==> src/rtl/mux4_1.sv <==
// mux4_1 -- single-bit 4:1 multiplexer with a registered copy and
// select-change monitoring.
//
// Purpose:
//   Steers one of four single-bit sources onto a shared line. The
//   combinational result is always live. A registered copy is provided for
//   timing-clean consumers, along with debug observability: the registered
//   select, a one-cycle select-change pulse, and a saturating count of
//   select changes.
//
// Ports:
//   clk        in   1      system clock, rising edge
//   rst_n      in   1      synchronous active-low reset
//   a,b,c,d    in   1      data inputs, selected by {s1,s0} = 00,01,10,11
//   s0, s1     in   1      select LSB / MSB
//   out        out  1      combinational mux result (not gated by reset)
//   out_q      out  1      out registered on clk
//   sel_q      out  2      registered {s1,s0}
//   sel_chg    out  1      pulse: sampled select differed from sel_q
//   chg_count  out  CNT_W  saturating count of select changes since reset

module mux4_1 #(
    parameter int CNT_W = 8
) (
    input  logic             clk,
    input  logic             rst_n,
    input  logic             a,
    input  logic             b,
    input  logic             c,
    input  logic             d,
    input  logic             s0,
    input  logic             s1,
    output logic             out,
    output logic             out_q,
    output logic [1:0]       sel_q,
    output logic             sel_chg,
    output logic [CNT_W-1:0] chg_count
);

    logic [1:0]       sel;
    logic             sel_diff;
    logic             cnt_sat;

    logic             out_reg;
    logic [1:0]       sel_reg;
    logic             chg_reg;
    logic [CNT_W-1:0] cnt_reg;

    assign sel = {s1, s0};

    // An unknown select falls through to the default branch, which yields X
    // in simulation. No cleanup logic is added for that case.
    always_comb begin
        case (sel)
            2'b00:   out = a;
            2'b01:   out = b;
            2'b10:   out = c;
            2'b11:   out = d;
            default: out = 1'bx;
        endcase
    end

    // A change is measured against the registered select. After reset,
    // sel_reg is 00, so a first non-00 select counts as a change.
    assign sel_diff = (sel != sel_reg);
    assign cnt_sat  = (cnt_reg == {CNT_W{1'b1}});

    always_ff @(posedge clk) begin
        if (!rst_n) begin
            out_reg <= 1'b0;
            sel_reg <= 2'b00;
            chg_reg <= 1'b0;
            cnt_reg <= '0;
        end else begin
            out_reg <= out;
            sel_reg <= sel;
            chg_reg <= sel_diff;
            if (sel_diff && !cnt_sat) begin
                cnt_reg <= cnt_reg + 1'b1;
            end
        end
    end

    assign out_q     = out_reg;
    assign sel_q     = sel_reg;
    assign sel_chg   = chg_reg;
    assign chg_count = cnt_reg;

endmodule

==> config.mk <==
export PLATFORM = sky130hd
export DESIGN_NAME = mux4_1
export DESIGN_NICKNAME = d
export VERILOG_FILES = /design/src/rtl/mux4_1.sv
export SDC_FILE = /design/constraint.sdc
export NUM_CORES = 1
export LEC_CHECK = 0
export CAP_MARGIN = 5
export CORE_MARGIN = 8
export CORE_UTILIZATION = 40
export DETAILED_ROUTE_END_ITERATION = 10
export GPL_TIMING_DRIVEN = 0
export PLACE_DENSITY = 0.71
export SLEW_MARGIN = 20
export SYNTH_ARGS = -nofsm -noshare
export SYNTH_HDL_FRONTEND = slang
export SYNTH_SLANG_ARGS = --single-unit
==> constraint.sdc <==
create_clock -name clk -period 3.15 [get_ports clk]
set_clock_uncertainty 0.15 [all_clocks]
set_input_delay 0.315 -clock clk [delete_from_list [all_inputs] [get_ports clk]]
set_output_delay 0.315 -clock clk [all_outputs]
set_load 0.005 [all_outputs]
Word level (Yosys, flattened, before mapping)
Cells that the tools add are included.
{"block": "word_totals", "regBits": 12, "elab_cells": 14, "input_bits": 8}
{"block": "classes", "reduce_logical": 3, "mux": 1, "addsub": 1, "n_eq_ne": 5}
{"op": "adder 8 x 1 -> 8 bit, second input constant", "count": 1}
{"op": "equality test 8 bit, second input constant", "count": 1}
{"op": "equality test 2 bit, second input constant", "count": 2}
{"op": "one-hot mux 1 bit (4 select lines)", "count": 1}
{"op": "equality test 2 x 1 -> 1 bit, second input constant", "count": 1}
{"op": "logical NOT 2 bit", "count": 1}
{"op": "inequality test 2 bit", "count": 1}
{"op": "logical AND 1 bit", "count": 1}
{"op": "logical NOT 1 bit", "count": 1}

Longest topological paths before layout
{"block": "logic_depth", "word_depth": 3, "ltp_mapped": 5}

Least setup slack after synthesis
Ideal clock, no wire load.
{"block": "synth_timing", "path_type": "reg-to-reg", "start": "reg cnt_reg[0], in the netlist chg_count[0]", "end": "reg cnt_reg[3], in the netlist chg_count[3]", "arrival_ps": 1380, "path_stages_with_launch": 6, "t_required_ps": 2928, "slack_ps": 1549, "path_buffers": 0, "setup_ps": 72, "path_cell_list": "dfxtp_1 -> ha_1 -> nand4_1 -> nor2_1 -> or4_1 -> a21oi_1"}
{"block": "synth_between", "elab_chain_cells": 3, "word_cells_on_any_way": 4, "cone_classes": "add/sub (1); eq/ne (1); reduce/logical (2)"}
{"item": "start, declared", "line_no": "47", "text": "logic [CNT_W-1:0] cnt_reg;"}
{"item": "start signal, assigned", "line_no": "79", "text": "cnt_reg <= cnt_reg + 1'b1;"}
{"item": "parallel branches: the longest is 3 deep, another holds adder 8 x 1 -> 8 bit"}
Several ways; the timed one is not identified.
A chain may end at the register's enable or synchronous reset.

Worst setup path after layout
{"block": "layout_timing", "start": "in s0", "end": "out out"}
{"block": "layout_between", "elab_chain_cells": 2, "word_cells_on_any_way": 5, "cone_classes": "eq/ne (3); mux (1); reduce/logical (1)"}
{"item": "start, declared", "line_no": "31", "text": "input logic s0,"}
{"item": "equality test 2 bit (tied with other cells)", "line_no": "54", "text": "case (sel)"}
{"item": "one-hot mux 1 bit (4 select lines) *", "line_no": "54"}
{"item": "end, declared", "line_no": "33", "text": "output logic out,"}
Mark *: on every way between the ends. The rest lies on a longest branch, timed or not.

==> impl_metrics.yaml <==
run_status:
  status: "finished, final reports clean"
routing:
  antenna_left: 0
  viasPerCell: 5.37
  wirelength_um: 1310
  num_vias: 537
  drcViolationCount: 0
  dr.first_iter.drc_count: 16
  drtPass1Iterations: 4
  wl_per_cell_um: 13.1
synth:
  synth-seq-cells: 12
  yosysTopAreaCell: "dfxtp_1"
  yosys.area.top_type_share: 0.430
  ys.flop_type: "dfxtp_1"
  synth_area_leaders: "dfxtp_1 43%, a21oi_1 5.4%, mux4_1 4.7%"
  synth.avg_cell_area_um2: 9.15
  yosysSeqAreaShare: 0.430
  synth-edff-count: 0
  netlist_area_um2: 558
  yosys_warnings: 0
  synth_cells: 61
  synth_nets: 70
  synth_cell_types: 27
  ys_async_sr_fraction: 0
global_route:
  grt_pass1_vias: 506
  overflow: 0
  grt_antenna_before_repair: 0
  grt_use_total: 0.102
  grt_max_degree: 11
  grt_pass1_wl_um: 2130
die:
  core_region_area_um2: 1300
  initial_utilization: 0.429
  die_h_um: 53.4
  io_pins: 21
  die_w_um: 53.4
  rows: 13
  dieArea_um2: 2850
clocking:
  hold_buffers: 0
  cts_root_buf: "clkbuf_4"
  cts_max_path_buffers: 2
  post_cts_buffers: 0
  cts_tree: "built"
  cts_resized: 0
  cts_made_buffers: 3
  htreeDepth: 1
  clock_sinks: 12
  clkTransAtPathRegs_ns: 0.08
  clk_latency_ns: 0.28
critical_path:
  r2r_slack_ns: 1.36
  rr_startpoint: "chg_count[0]"
  timing.rr.end: "chg_count[3]"
  cp-startpoint: "s0"
  crit_fanout: 3
  required_ns: 2.68
  end_kind: "output pin"
  crit_path_end: "out"
  critical_path_class: "in2out"
  r2r_cells: 5
  arrival_ns: 1.92
  start_kind: "input port"
final_layout:
  final_common_cell: "clkdlybuf4s50_1"
  fillers: 121
  antenna_cells: 0
  area_delta_synth_final_pct: 45.7
  fin_nets: 95
  drive_above_1_share: 0.0941
  layout_common_cells: "20 x clkdlybuf4s50_1, 12 x dfxtp_1, 6 x a21oi_1"
placement:
  dpl_worst_slack_ns: 0.772
  gp_congestion: 0.808
  post-dp-hpwl_um: 959
  port_buffers: 20
sta:
  setup_viol: 0
  worst_pin_slew_ns: 0.425
  maxSlewHeadroom: 0.715
  slew_viol_final: 0
  fin_crit_ns: 2.39
  setup_tns_ns: 0
  final-hold-violation-count: 0
  finalWorstSetupSlack_ns: 0.762
  holdWs_ns: 0.368
  fin_crit_sh: 0.758
  fmaxAchievable_mhz: 419
  rsz0062_at_grt: "no"
min_path:
  hp-class: "reg2reg"
pwr:
  power.leakage_uw: 0.000270
  powerDensity_nw_per_um2: 431
  peakVddDrop_uv: 232
run:
  cap_violations: 0
-- worst max-delay path, cell delays in order --
cell             delay [ns]
clkdlybuf4s50_1        0.52
mux4_1                 0.60
clkdlybuf4s50_1        0.49
-- power breakdown --
part           internal, µW  switching, µW
logic                  37.2           21.9
registers               159           5.81
clock network          70.4           56.0
total                   267           83.7
-- logic make-up (layout without fill, tap and decap cells) --
group,after synthesis,in the layout,synth area share
flip-flops,12,12,0.430
AO/OA/AOI/OAI,15,15,0.166
buffers and inverters,4,28,0.0404
multiplexers,1,1,0.0471
adder cells (fa/ha/maj),1,1,0.0224
AND/OR/NAND/NOR,26,26,0.262
XOR/XNOR,2,2,0.0314
-- cell type report --
cell class                      instances  area [µm²]  share of cell area
Buffer                                  1        11.3              0.0138
Inverter                                3        11.3              0.0138
Clock buffer                            4        36.3              0.0446
Tap cell                               15        18.8              0.0231
Sequential cell                        12         240               0.295
Multi-Input combinational cell         45         295               0.363
Timing Repair Buffer                   20         200               0.246
-- flip-flops by register name, indices dropped and copies added (netlist names) --
name	cells
chg_count	8
sel_q	2
out_q	1
sel_chg	1
-- through the flow --
stage                     total power (µW)  std cells  utilization  instance area, µm²
after detailed placement               228         96        0.597                 777
after CTS                              353        100        0.625                 813
after floorplan                        195         61            -                 558
final                                  351        100        0.625                 813
after global routing                   365        100        0.625                 813
after global placement                 228         96        0.597                 777
-- synth_stat cells, drive strengths merged (3+ instances only) --
master and number:
o21ai 3, nand2 4, nor2 4, a21oi 6, and2 4, dfxtp 12
nand3 3
-- worst min path at each step --
stage	slack, ns	startpoint	endpoint	cells after the start
final	0.37	chg_count[1]	chg_count[1]	2
after global routing	0.40	chg_count[0]	chg_count[0]	2
after CTS	0.37	chg_count[0]	chg_count[0]	2
after detailed placement	0.36	chg_count[0]	chg_count[0]	2
after global placement	0.35	chg_count[0]	chg_count[0]	2
after floorplan	0.29	rst_n	out_q	1
-- per-layer routing --
metal  routed length (µm)  track usage  up-vias
met4                   43       0.0756        0
met3                  100       0.0448        5
met2                  539        0.146       19
met5                    0            0        -
li1                     -            -      275
met1                  624        0.116      238
Power figures use the tool's default switching activity.
